**src/rtl/axi4_w_drop_sink_pkg.sv**
```systemverilog
// Shared constants and types for the W drop sink: B response codes,
// the B-channel source selector and the response rule for dropped bursts.
package axi4_w_drop_sink_pkg;

  localparam logic [1:0] RESP_OKAY   = 2'b00;
  localparam logic [1:0] RESP_SLVERR = 2'b10;

  // Which source currently owns the slave B channel.
  typedef enum logic [1:0] {
    B_IDLE   = 2'd0,
    B_LOCAL  = 2'd1,
    B_MASTER = 2'd2
  } b_src_e;

  // A dropped prefetch that hit is answered OKAY; every other drop is an error.
  function automatic logic [1:0] drop_resp(input logic prefetch, input logic hit);
    return (prefetch & hit) ? RESP_OKAY : RESP_SLVERR;
  endfunction

endpackage

```
**src/rtl/axi4_w_drop_sink_if.sv**
```systemverilog
// W and B channel bundle. The master modport drives W and accepts B;
// the slave modport accepts W and drives B.
interface axi4_w_drop_sink_if #(
  parameter int AXI_DATA_WIDTH = 32,
  parameter int AXI_ID_WIDTH   = 4,
  parameter int AXI_USER_WIDTH = 4
);

  logic [AXI_DATA_WIDTH-1:0]   wdata;
  logic [AXI_DATA_WIDTH/8-1:0] wstrb;
  logic                        wlast;
  logic [AXI_USER_WIDTH-1:0]   wuser;
  logic                        wvalid;
  logic                        wready;

  logic [AXI_ID_WIDTH-1:0]     bid;
  logic [1:0]                  bresp;
  logic [AXI_USER_WIDTH-1:0]   buser;
  logic                        bvalid;
  logic                        bready;

  modport master (
    output wdata, wstrb, wlast, wuser, wvalid,
    input  wready,
    input  bid, bresp, buser, bvalid,
    output bready
  );

  modport slave (
    input  wdata, wstrb, wlast, wuser, wvalid,
    output wready,
    output bid, bresp, buser, bvalid,
    input  bready
  );

endinterface

```
**src/rtl/axi4_w_drop_sink_buffer.sv**
```systemverilog
// Small first-word-fall-through FIFO holding the AW forward/drop decisions.
// The head entry is visible combinationally so W routing has no latency.
module axi4_w_drop_sink_buffer #(
  parameter int DATA_WIDTH       = 7,
  parameter int LOG_BUFFER_DEPTH = 3
) (
  input  logic                  axi4_aclk,
  input  logic                  axi4_arstn,
  input  logic [DATA_WIDTH-1:0] data_i,
  input  logic                  valid_i,
  output logic                  ready_o,
  output logic [DATA_WIDTH-1:0] data_o,
  output logic                  valid_o,
  input  logic                  ready_i
);

  localparam int DEPTH = 1 << LOG_BUFFER_DEPTH;

  logic [DATA_WIDTH-1:0]       mem [DEPTH];
  logic [LOG_BUFFER_DEPTH-1:0] wr_ptr_q;
  logic [LOG_BUFFER_DEPTH-1:0] rd_ptr_q;
  logic [LOG_BUFFER_DEPTH:0]   count_q;
  logic                        push;
  logic                        pop;

  // A full FIFO refuses pushes even when the head pops in the same cycle.
  assign ready_o = (count_q != (LOG_BUFFER_DEPTH + 1)'(DEPTH));
  assign valid_o = (count_q != '0);
  assign data_o  = mem[rd_ptr_q];
  assign push    = valid_i & ready_o;
  assign pop     = valid_o & ready_i;

  // Storage needs no reset: only entries below count_q are ever observed.
  always_ff @(posedge axi4_aclk) begin
    if (push) begin
      mem[wr_ptr_q] <= data_i;
    end
  end

  // Pointers wrap naturally because the depth is a power of two.
  always_ff @(posedge axi4_aclk or negedge axi4_arstn) begin
    if (!axi4_arstn) begin
      wr_ptr_q <= '0;
      rd_ptr_q <= '0;
      count_q  <= '0;
    end else begin
      if (push) wr_ptr_q <= wr_ptr_q + 1'b1;
      if (pop)  rd_ptr_q <= rd_ptr_q + 1'b1;
      case ({push, pop})
        2'b10:   count_q <= count_q + 1'b1;
        2'b01:   count_q <= count_q - 1'b1;
        default: count_q <= count_q;
      endcase
    end
  end

endmodule

```
**src/rtl/axi4_w_drop_sink.sv**
```systemverilog
// Write-path drop sink. AW decisions are queued in AW order; W bursts of
// forwarded AWs pass to the master port, W bursts of dropped AWs are
// swallowed here and answered with a locally generated B response that is
// merged with the master-side B stream onto the slave port.
module axi4_w_drop_sink
  import axi4_w_drop_sink_pkg::*;
#(
  parameter int AXI_DATA_WIDTH = 32,
  parameter int AXI_ID_WIDTH   = 4,
  parameter int AXI_USER_WIDTH = 4,
  parameter int BUFFER_DEPTH   = 8
) (
  input  logic                    axi4_aclk,
  input  logic                    axi4_arstn,
  input  logic                    fwd_i,
  input  logic                    drop_i,
  input  logic [AXI_ID_WIDTH-1:0] id_i,
  input  logic                    prefetch_i,
  input  logic                    hit_i,
  output logic                    done_o,
  axi4_w_drop_sink_if.slave       s_axi4,
  axi4_w_drop_sink_if.master      m_axi4
);

  localparam int ENTRY_WIDTH     = 3 + AXI_ID_WIDTH;
  localparam int LOG_DEPTH       = $clog2(BUFFER_DEPTH);
  localparam int W_PAYLOAD_WIDTH = AXI_DATA_WIDTH + AXI_DATA_WIDTH/8 + 1 + AXI_USER_WIDTH;

  // Order FIFO and its head entry {drop, prefetch, hit, id}
  logic                    fifo_ready;
  logic                    fifo_pop;
  logic                    head_valid;
  logic [ENTRY_WIDTH-1:0]  push_entry;
  logic [ENTRY_WIDTH-1:0]  head_entry;
  logic                    head_drop;
  logic                    head_prefetch;
  logic                    head_hit;
  logic [AXI_ID_WIDTH-1:0] head_id;

  // W routing
  logic [W_PAYLOAD_WIDTH-1:0] w_payload;
  logic                       w_last_hs;
  logic                       hold_free;
  logic                       local_load;

  // Local B hold register and merge FSM
  logic                    hold_full_q;
  logic [AXI_ID_WIDTH-1:0] hold_id_q;
  logic [1:0]              hold_resp_q;
  logic                    hold_clear;
  b_src_e                  b_src_q;
  logic                    sel_local;
  logic                    sel_master;

  assign push_entry = {drop_i, prefetch_i, hit_i, id_i};
  assign done_o     = (fwd_i | drop_i) & fifo_ready;

  axi4_w_drop_sink_buffer #(
    .DATA_WIDTH       (ENTRY_WIDTH),
    .LOG_BUFFER_DEPTH (LOG_DEPTH)
  ) u_order_fifo (
    .axi4_aclk  (axi4_aclk),
    .axi4_arstn (axi4_arstn),
    .data_i     (push_entry),
    .valid_i    (fwd_i | drop_i),
    .ready_o    (fifo_ready),
    .data_o     (head_entry),
    .valid_o    (head_valid),
    .ready_i    (fifo_pop)
  );

  assign head_drop     = head_entry[ENTRY_WIDTH-1];
  assign head_prefetch = head_entry[ENTRY_WIDTH-2];
  assign head_hit      = head_entry[ENTRY_WIDTH-3];
  assign head_id       = head_entry[AXI_ID_WIDTH-1:0];

  // Payload always follows the slave side; only wvalid is gated per route.
  assign w_payload = {s_axi4.wdata, s_axi4.wstrb, s_axi4.wlast, s_axi4.wuser};
  assign {m_axi4.wdata, m_axi4.wstrb, m_axi4.wlast, m_axi4.wuser} = w_payload;

  // A freed hold slot may be refilled in the same cycle it is cleared.
  assign hold_free = ~hold_full_q | hold_clear;

  // Route W by the head decision: stall when no decision, pass or sink otherwise.
  always_comb begin
    m_axi4.wvalid = 1'b0;
    s_axi4.wready = 1'b0;
    if (head_valid) begin
      if (!head_drop) begin
        m_axi4.wvalid = s_axi4.wvalid;
        s_axi4.wready = m_axi4.wready;
      end else begin
        s_axi4.wready = ~s_axi4.wlast | hold_free;
      end
    end
  end

  assign w_last_hs  = s_axi4.wvalid & s_axi4.wready & s_axi4.wlast;
  assign fifo_pop   = head_valid & w_last_hs;
  assign local_load = fifo_pop & head_drop;

  // Local B owns the channel while latched, or from IDLE whenever the hold is full.
  assign sel_local  = (b_src_q == B_LOCAL) | ((b_src_q == B_IDLE) & hold_full_q);
  assign sel_master = (b_src_q == B_MASTER) |
                      ((b_src_q == B_IDLE) & ~hold_full_q & m_axi4.bvalid);
  assign hold_clear = sel_local & s_axi4.bready;

  // Drive slave B from the selected source; master B waits while local owns it.
  always_comb begin
    s_axi4.bvalid = 1'b0;
    s_axi4.bid    = m_axi4.bid;
    s_axi4.bresp  = m_axi4.bresp;
    s_axi4.buser  = m_axi4.buser;
    m_axi4.bready = 1'b0;
    if (sel_local) begin
      s_axi4.bvalid = 1'b1;
      s_axi4.bid    = hold_id_q;
      s_axi4.bresp  = hold_resp_q;
      s_axi4.buser  = {AXI_USER_WIDTH{1'b0}};
    end else if (sel_master) begin
      s_axi4.bvalid = m_axi4.bvalid;
      m_axi4.bready = s_axi4.bready;
    end
  end

  // Hold register: latch the local response on a sunk wlast, release on handshake.
  always_ff @(posedge axi4_aclk or negedge axi4_arstn) begin
    if (!axi4_arstn) begin
      hold_full_q <= 1'b0;
      hold_id_q   <= '0;
      hold_resp_q <= RESP_OKAY;
    end else if (local_load) begin
      hold_full_q <= 1'b1;
      hold_id_q   <= head_id;
      hold_resp_q <= drop_resp(head_prefetch, head_hit);
    end else if (hold_clear) begin
      hold_full_q <= 1'b0;
    end
  end

  // B merge FSM: lock the chosen source until its response is accepted.
  always_ff @(posedge axi4_aclk or negedge axi4_arstn) begin
    if (!axi4_arstn) begin
      b_src_q <= B_IDLE;
    end else begin
      case (b_src_q)
        B_IDLE: begin
          if (hold_full_q) begin
            if (!s_axi4.bready) b_src_q <= B_LOCAL;
          end else if (m_axi4.bvalid && !s_axi4.bready) begin
            b_src_q <= B_MASTER;
          end
        end
        B_LOCAL: begin
          if (s_axi4.bready) b_src_q <= B_IDLE;
        end
        B_MASTER: begin
          if (m_axi4.bvalid && s_axi4.bready) b_src_q <= B_IDLE;
        end
        default: b_src_q <= B_IDLE;
      endcase
    end
  end

endmodule

```
**src/flat_wrapper.sv**
```systemverilog
// flat-port wrapper written by rule: the top's interface ports become plain ports
module axi4_w_drop_sink_flat import axi4_w_drop_sink_pkg::*;
#(
  parameter int AXI_DATA_WIDTH = 32,
  parameter int AXI_ID_WIDTH   = 4,
  parameter int AXI_USER_WIDTH = 4,
  parameter int BUFFER_DEPTH   = 8
)
  (axi4_aclk, axi4_arstn, fwd_i, drop_i, id_i, prefetch_i, hit_i, done_o, s_axi4_wdata, s_axi4_wstrb, s_axi4_wlast, s_axi4_wuser, s_axi4_wvalid, s_axi4_wready, s_axi4_bid, s_axi4_bresp, s_axi4_buser, s_axi4_bvalid, s_axi4_bready, m_axi4_wdata, m_axi4_wstrb, m_axi4_wlast, m_axi4_wuser, m_axi4_wvalid, m_axi4_wready, m_axi4_bid, m_axi4_bresp, m_axi4_buser, m_axi4_bvalid, m_axi4_bready);
  axi4_w_drop_sink_if #(.AXI_DATA_WIDTH(AXI_DATA_WIDTH), .AXI_ID_WIDTH(AXI_ID_WIDTH), .AXI_USER_WIDTH(AXI_USER_WIDTH)) s_axi4_i ();
  axi4_w_drop_sink_if #(.AXI_DATA_WIDTH(AXI_DATA_WIDTH), .AXI_ID_WIDTH(AXI_ID_WIDTH), .AXI_USER_WIDTH(AXI_USER_WIDTH)) m_axi4_i ();
  input  logic axi4_aclk;
  input  logic axi4_arstn;
  input  logic fwd_i;
  input  logic drop_i;
  input  logic [AXI_ID_WIDTH-1:0] id_i;
  input  logic prefetch_i;
  input  logic hit_i;
  output logic done_o;
  input wire logic [$bits(s_axi4_i.wdata)-1:0] s_axi4_wdata;
  input wire logic [$bits(s_axi4_i.wstrb)-1:0] s_axi4_wstrb;
  input wire logic [$bits(s_axi4_i.wlast)-1:0] s_axi4_wlast;
  input wire logic [$bits(s_axi4_i.wuser)-1:0] s_axi4_wuser;
  input wire logic [$bits(s_axi4_i.wvalid)-1:0] s_axi4_wvalid;
  output wire logic [$bits(s_axi4_i.wready)-1:0] s_axi4_wready;
  output wire logic [$bits(s_axi4_i.bid)-1:0] s_axi4_bid;
  output wire logic [$bits(s_axi4_i.bresp)-1:0] s_axi4_bresp;
  output wire logic [$bits(s_axi4_i.buser)-1:0] s_axi4_buser;
  output wire logic [$bits(s_axi4_i.bvalid)-1:0] s_axi4_bvalid;
  input wire logic [$bits(s_axi4_i.bready)-1:0] s_axi4_bready;
  output wire logic [$bits(m_axi4_i.wdata)-1:0] m_axi4_wdata;
  output wire logic [$bits(m_axi4_i.wstrb)-1:0] m_axi4_wstrb;
  output wire logic [$bits(m_axi4_i.wlast)-1:0] m_axi4_wlast;
  output wire logic [$bits(m_axi4_i.wuser)-1:0] m_axi4_wuser;
  output wire logic [$bits(m_axi4_i.wvalid)-1:0] m_axi4_wvalid;
  input wire logic [$bits(m_axi4_i.wready)-1:0] m_axi4_wready;
  input wire logic [$bits(m_axi4_i.bid)-1:0] m_axi4_bid;
  input wire logic [$bits(m_axi4_i.bresp)-1:0] m_axi4_bresp;
  input wire logic [$bits(m_axi4_i.buser)-1:0] m_axi4_buser;
  input wire logic [$bits(m_axi4_i.bvalid)-1:0] m_axi4_bvalid;
  output wire logic [$bits(m_axi4_i.bready)-1:0] m_axi4_bready;
  assign s_axi4_i.wdata = s_axi4_wdata;
  assign s_axi4_i.wstrb = s_axi4_wstrb;
  assign s_axi4_i.wlast = s_axi4_wlast;
  assign s_axi4_i.wuser = s_axi4_wuser;
  assign s_axi4_i.wvalid = s_axi4_wvalid;
  assign s_axi4_wready = s_axi4_i.wready;
  assign s_axi4_bid = s_axi4_i.bid;
  assign s_axi4_bresp = s_axi4_i.bresp;
  assign s_axi4_buser = s_axi4_i.buser;
  assign s_axi4_bvalid = s_axi4_i.bvalid;
  assign s_axi4_i.bready = s_axi4_bready;
  assign m_axi4_wdata = m_axi4_i.wdata;
  assign m_axi4_wstrb = m_axi4_i.wstrb;
  assign m_axi4_wlast = m_axi4_i.wlast;
  assign m_axi4_wuser = m_axi4_i.wuser;
  assign m_axi4_wvalid = m_axi4_i.wvalid;
  assign m_axi4_i.wready = m_axi4_wready;
  assign m_axi4_i.bid = m_axi4_bid;
  assign m_axi4_i.bresp = m_axi4_bresp;
  assign m_axi4_i.buser = m_axi4_buser;
  assign m_axi4_i.bvalid = m_axi4_bvalid;
  assign m_axi4_bready = m_axi4_i.bready;
  axi4_w_drop_sink #(.AXI_DATA_WIDTH(AXI_DATA_WIDTH), .AXI_ID_WIDTH(AXI_ID_WIDTH), .AXI_USER_WIDTH(AXI_USER_WIDTH), .BUFFER_DEPTH(BUFFER_DEPTH)) u_core (.axi4_aclk(axi4_aclk), .axi4_arstn(axi4_arstn), .fwd_i(fwd_i), .drop_i(drop_i), .id_i(id_i), .prefetch_i(prefetch_i), .hit_i(hit_i), .done_o(done_o), .s_axi4(s_axi4_i), .m_axi4(m_axi4_i));
endmodule
```
**config.mk**
```make
export PLATFORM = sky130hd
export DESIGN_NAME = axi4_w_drop_sink_flat
export DESIGN_NICKNAME = d
export VERILOG_FILES = /design/src/rtl/axi4_w_drop_sink_pkg.sv /design/src/rtl/axi4_w_drop_sink_if.sv /design/src/rtl/axi4_w_drop_sink_buffer.sv /design/src/rtl/axi4_w_drop_sink.sv /design/src/flat_wrapper.sv
export SDC_FILE = /design/constraint.sdc
export NUM_CORES = 1
export LEC_CHECK = 0
export BUFFER_PORTS_ARGS = -buffer_cell sky130_fd_sc_hd__buf_2
export CAP_MARGIN = 20
export CORE_MARGIN = 1
export CORE_UTILIZATION = 54
export DETAILED_ROUTE_END_ITERATION = 10
export GPL_TIMING_DRIVEN = 0
export MAX_ROUTING_LAYER = met4
export PLACE_DENSITY_LB_ADDON = 0.1
export SYNTH_ARGS = -nofsm -noshare
export SYNTH_HDL_FRONTEND = slang
export SYNTH_HIERARCHICAL = 1
export SYNTH_SLANG_ARGS = --single-unit
```
**constraint.sdc**
```tcl
create_clock -name axi4_aclk -period 9.7 [get_ports axi4_aclk]
set_input_delay 2.91 -clock axi4_aclk [delete_from_list [all_inputs] [get_ports axi4_aclk]]
set_output_delay 2.91 -clock axi4_aclk [all_outputs]
set_load 0.02 [all_outputs]
```
==> results of run 1 <==
-- worst max-delay path, stage by stage --
cell,delay [ns]
buf_2,0.14
or2_2,0.36
and2_1,0.17
buf_2,0.15
-- routing by layer --
layer	up-vias	track usage, %	part of all wire (%)
met5	-	-	0
met4	0	7.367	1.7
met3	11	5.836	6.3
met2	93	32.04	51
met1	997	23.72	41
li1	1022	-	-
-- flip-flops by register name (all words and copies together) (netlist names) --
signal                        cells
u_core/u_order_fifo/wr_ptr_q      3
u_core/u_order_fifo/count_q       4
u_core/hold_id_q                  4
u_core/u_order_fifo/rd_ptr_q      3
u_core/hold_resp_q                1
u_core/hold_full_q                1
u_core/u_order_fifo/mem          56
u_core/b_src_q                    2
-- metrics by stage --
| step | instance area (sq um) | setup WS (ns) | total power, mW | utilization [%] |
|---|---|---|---|---|
| 3_5_place_dp | 4143 | 3.054 | 0.9474 | 64.50 |
| 2_1_floorplan | 3631 | 3.160 | 0.8206 | - |
| 6_report | 4302 | 3.050 | 1.127 | 66.98 |
| 3_3_place_gp | 4128 | 3.057 | 0.9306 | 64.27 |
| 5_1_grt | 4302 | 3.013 | 1.199 | 66.98 |
| 4_1_cts | 4302 | 3.052 | 1.138 | 66.98 |
-- power by group through the flow --
| stage | Combinational (mW) | Clock, mW | Sequential, mW |
|---|---|---|---|
| final | 0.454 | 0.191 | 0.481 |
| after global routing | 0.495 | 0.213 | 0.491 |
| after CTS | 0.460 | 0.197 | 0.481 |
| after detailed placement | 0.460 | 0 | 0.488 |
| after global placement | 0.447 | 0 | 0.484 |
| after floorplan | 0.349 | 0 | 0.472 |
-- path summary, 6_finish.rpt --
| check | startpoint | to | slack (ns) |
|---|---|---|---|
| worst max-delay path | drop_i | done_o | 3.05 |
| worst min-delay path | u_core/hold_id_q[1]$_DFFE_PN0P_ | u_core/hold_id_q[1]$_DFFE_PN0P_ | 0.50 |
| worst max register to register | u_core/u_order_fifo/rd_ptr_q[1]$_DFFE_PN0P_ | u_core/u_order_fifo/count_q[3]$_DFFE_PN0P_ | 5.81 |
| worst min register to register | u_core/hold_id_q[1]$_DFFE_PN0P_ | u_core/hold_id_q[1]$_DFFE_PN0P_ | 0.50 |
| max in group asynchronous | axi4_arstn | u_core/b_src_q[0]$_DFFE_PN0P_ | 6.91 |
| min in group asynchronous | axi4_arstn | u_core/u_order_fifo/count_q[3]$_DFFE_PN0P_ | 2.50 |
-- final cells by class --
cell class,instances,area (sq um)
fill,468,2121
buffer,48,361.6
inverter,7,26.28
sequential,74,2132
timing repair buffer,82,415.4
clock inverter,6,35.03
clock buffer,9,123.9
tap,77,96.34
multi-input combinational,104,1111
-- layout by cell type (no fill, tap or decap), drive strengths merged, types with 2 or more instances in the layout --
master,n
a21oi,4
and2,7
buf,128
clkbuf,11
clkinv,5
dfrtp,18
edfxtp,56
ha,5
inv,7
mux2,20
mux4,14
nand2,6
nand2b,3
nand3,5
nor2,8
nor3,2
nor3b,4
o21ai,4
or4b,2
xnor2,5
-- kinds of logic after synthesis --
family | after synthesis
mux | 35
compound gates | 15
buf+inv | 55
simple gates | 42
flops | 74
fa+ha+maj | 6
xor+xnor | 6
==> flow_summary.toml, run 1 <==
[outcome]
outcome = "complete, but fails checks"
violations = "design-rule violations"

[setup_path]
ff2ff_path_depth = 12
cp-start-kind = "input pin"
arrival_ns = 3.74
crit_type = "input pin to primary output"
required_ns = 6.79
critPathCaptureType = "primary output"
crit_path_max_fanout = 9

[placed_design]
port_buffers = 80
place_congestion = 0.7166
dp.cells = 392
hpwl_mm = 4.508

[logic_synthesis]
netlist.area_leader.share_pct = 46.31
synth_top_family_by_area = "multiplexers"
yosys.area.top_type = "edfxtp_1"
synth_mux_area_share_pct = 16.61
synthTopCellsByCount = "edfxtp_1 (56), buf_4 (41), mux2_2 (20)"
post_synth_and_or_nand_nor_area_fraction_pct = 7.167
netlist_area_sq_um = 3631
synth_compound_area_share_pct = 3.101
synth_most_common_cell = "edfxtp_1"
synthFlopType = "edfxtp_1"
synth_cells = 233
avgSynthCellArea_sq_um = 15.58
synth_xor_area_share_pct = 1.447
synthAdderAreaFrac_pct = 2.274
synth.distinct_cells = 44
synthArstFlopShare_pct = 24.32
yosys_warnings = 6
synth_edf_count = 56
ys_seq_elements = 74
yosys-top-cells-area = "edfxtp_1 (46%), dfrtp_1 (12%), mux4_1 (10%), buf_4 (8.5%), mux2_2 (6.2%)"
syn_nets = 304
yosysSeqAreaShare_pct = 58.72

[min_path]
hold_path.class = "flip-flop to flip-flop"
hold_path_depth = 1

[routing]
vias = 2123
viasPerCell = 5.216
wl_per_cell_um = 15.48
drt-total-wl_mm = 6.299
postRouteAntennaNets = 0
drc = 28
drt_iter0_drc = 127
drtPass1Iterations = 7

[sta]
hold_ws_ns = 0.5031
max_slew.worst_pin.slew_ns = 0.8387
maxSlewHeadroom_pct = 43.88
finalClockSkew_ns = 0.008682
final_max_slew_viol_count = 0
fin_crit_ns = 6.650
fmax_mhz = 150.4
setup_viol = 0
period_share_pct = 68.55
setup_tns_ns = 0
hold_violations = 0
rsz0062_at_grt = "no"

[power_and_ir_drop]
power.density_nw_per_um2 = 261.9
seq_power_share_pct = 42.7
peakVddDrop_mv = 0.1822
p_sw_uw = 381.3
combPwrFrac_pct = 40.3
internal_power_uw = 745.2
p_leak_nw = 1.810
sw_frac_of_total_pct = 33.85
clkPwrFrac_pct = 17.0

[clock_network]
cts_tree = "built"
cts_resized = 0
clockBufferDepth = 2
insertion_delay_ns = 0.33
cts.htree.levels = 3
clkSinkCount = 74
hold_buffers = 0
clk_pin_slew_ns = 0.06
cts_root_buf = "clkbuf_8"
cts_made_buffers = 9
cts_setup_buffers = 0

[grt]
grt_pass1_vias = 2028
grt_max_degree = 19
grt_usage_pct = 19.83
antenna_found_initial = 0
gr-total-overflow = 0
grt_pass1_wl_mm = 9.949

[layout]
drive_above_1_share_pct = 51.52
nets = 397
instances_no_fill = 407
diodes = 0
syn2layout_area_growth_pct = 18.47

[floorplan]
die_area_sq_um = 7056
coreArea_sq_um = 6422
die_w_um = 84
initial_core_util_pct = 56.54
top_level_ports = 121
die_h_um = 84
rows = 29

[job]
cap_violations = 0
No activity file was read; power rests on OpenSTA's default activity.
==> inputs of run 2 (changes only) <==
--- a/config.mk
+++ b/config.mk
@@ -8,7 +8,7 @@
 export BUFFER_PORTS_ARGS = -buffer_cell sky130_fd_sc_hd__buf_2
 export CAP_MARGIN = 20
 export CORE_MARGIN = 1
-export CORE_UTILIZATION = 54
+export CORE_UTILIZATION = 51
 export DETAILED_ROUTE_END_ITERATION = 10
 export GPL_TIMING_DRIVEN = 0
 export MAX_ROUTING_LAYER = met4
==> constraint.sdc (replaced) <==
create_clock -name axi4_aclk -period 6.17 [get_ports axi4_aclk]
set_input_delay 1.851 -clock axi4_aclk [delete_from_list [all_inputs] [get_ports axi4_aclk]]
set_output_delay 1.851 -clock axi4_aclk [all_outputs]
set_load 0.02 [all_outputs]
==> run 2 against run 1 <==
Effect of this change: the run now ends clean; cell count is 4.9% higher; via count increased by 1.5%; flip-flop and latch count unchanged; worst hold slack improved by 0.0058 ns; global-route usage is 0.49 points lower; clock power grew 62%; count of clock-buffer cells in the layout up 2; sequential power rose by 58%; critical path depth unchanged; first-iteration DRC count decreased by 37%; critical endpoint unchanged.
==> flow_summary.toml, run 2 (same netlist as run 1, synthesis figures left out) <==
[outcome]
outcome = "completed"

[setup_path]
required_ns = 4.32
cp_top_family = "simple AND/OR/NAND/NOR gates"
crit_type = "input pin to primary output"
path_cells = "buf_2, or2_2, and2_1, buf_2"
max_stage_delay_ns = 0.36
r2r-start = "u_core/u_order_fifo/rd_ptr_q[1]$_DFFE_PN0P_"
crit_top_cell = "buf_2"
reg2reg_to = "u_core/u_order_fifo/count_q[3]$_DFFE_PN0P_"
cp_slowest_cell = "or2_2"
arrival_ns = 2.68
ff2ff_path_depth = 12
cp-start-kind = "input pin"
critPathBufInv = 2
crit_path_max_fanout = 9
r2r_slack_ns = 2.21
critPathCaptureType = "primary output"

[grt]
grt_max_degree = 19
grt_util_met2_pct = 31.89
grt_usage_pct = 19.34
grt_pass1_vias = 2014
grtUsageMet1_pct = 23.54
gr-total-overflow = 0
busiest_layer = "met2"
grt_pass1_wl_mm = 9.867
use_met3_pct = 4.000
antenna_found_initial = 0

[clock_network]
clk_pin_slew_ns = 0.07
cts_resized = 0
cts_made_buffers = 9
cts_setup_buffers = 0
insertion_delay_ns = 0.33
hold_buffers = 0
cts_tree = "built"
cts_root_buf = "clkbuf_8"
clkSinkCount = 74
clockBufferDepth = 2
cts.htree.levels = 3

[layout]
largest_reg_flops = 56
final_cell_mix = "buf_2 (82), edfxtp_1 (56), buf_4 (43)"
top_register = "u_core/u_order_fifo/mem"
nets = 397
syn2layout_area_growth_pct = 19.23
largestRegisters = "u_core/u_order_fifo/mem (56), u_core/hold_id_q (4), u_core/u_order_fifo/count_q (4)"
layout_commonest_cell = "buf_2"
diodes = 0
drive_above_1_share_pct = 51.06

[sta]
setup_viol = 0
fmax_mhz = 220.6
hold_violations = 0
finalClockSkew_ns = 0.005372
max_slew.worst_pin.slew_ns = 0.8188
final_max_slew_viol_count = 0
maxSlewHeadroom_pct = 45.21
rsz0062_at_grt = "no"
fin_crit_ns = 4.534
period_share_pct = 73.48
setup_tns_ns = 0

[routing]
wl_per_cell_um = 15.63
vias = 2154
drtPass1Iterations = 4
drt_iter0_drc = 80
drt-total-wl_mm = 6.672
postRouteAntennaNets = 0
drc = 0
viasPerCell = 5.044

[floorplan]
die_w_um = 86.38
die_h_um = 86.38
top_level_ports = 121
die_area_sq_um = 7461
initial_core_util_pct = 53.15
rows = 30
coreArea_sq_um = 6832

[power_and_ir_drop]
p_total_mw = 1.784
power.density_nw_per_um2 = 412.2
p_leak_nw = 1.800
peakVddDrop_mv = 0.3041

[min_path]
hold_path_depth = 1
worstHoldStart = "u_core/hold_id_q[1]$_DFFE_PN0P_"
hold_path.class = "flip-flop to flip-flop"
worstHoldEndpoint = "u_core/hold_id_q[1]$_DFFE_PN0P_"

[job]
cap_violations = 0

[placed_design]
hpwl_mm = 4.854
port_buffers = 80
place_congestion = 0.7932
==> run 2: cell count changes in the layout (fill, tap and decap cells not counted), sizes merged <==
| cell | change |
|---|---|
| clkbuf | +2 |
| clkinv | -3 |
| clkinvlp | +2 |
==> run 2: cell type report <==
type / instances / area, sq um
buffer: 48 / 361.6
clock buffer: 11 / 131.4
clock inverter: 5 / 31.28
fill: 537 / 2502
inverter: 7 / 26.28
multi-input combinational: 104 / 1111
sequential: 74 / 2132
tap: 96 / 120.1
timing repair buffer: 82 / 415.4
==> run 2: how the worst max path moves through the flow <==
stage	depth (start not counted)	end	slack, ns	from
2_1_floorplan	3	m_axi4_bready	1.75	m_axi4_bvalid
3_3_place_gp	4	done_o	1.65	drop_i
3_5_place_dp	4	done_o	1.64	drop_i
4_1_cts	4	done_o	1.63	drop_i
5_1_grt	6	s_axi4_wready	1.60	u_core/u_order_fifo/rd_ptr_q[1]$_DFFE_PN0P_
6_report	4	done_o	1.64	drop_i
==> run 2: per-layer routing <==
metal  share of wire, %  vias to the layer above
met5                  0                        -
met4                1.4                        0
met3                6.0                        9
met2                 49                       84
met1                 43                     1037
li1                   -                     1024
==> run 2: power by group <==
group	internal (mW)	switching, mW	leakage, nW
clock	0.144	0.165	0.0730
sequential	0.683	0.0767	0.726
combinational	0.349	0.367	1.00
==> run 2: per-stage QoR <==
step	hold WS, ns	setup slack (ns)	utilization [%]	cells	cell area (sq um)
after floorplan	0.4626	1.748	-	233	3631
after global placement	0.4918	1.645	60.77	409	4151
after detailed placement	0.4955	1.638	60.99	411	4167
after CTS	0.5129	1.635	63.37	427	4329
after global routing	0.5335	1.600	63.37	427	4329
final	0.5089	1.636	63.37	427	4329
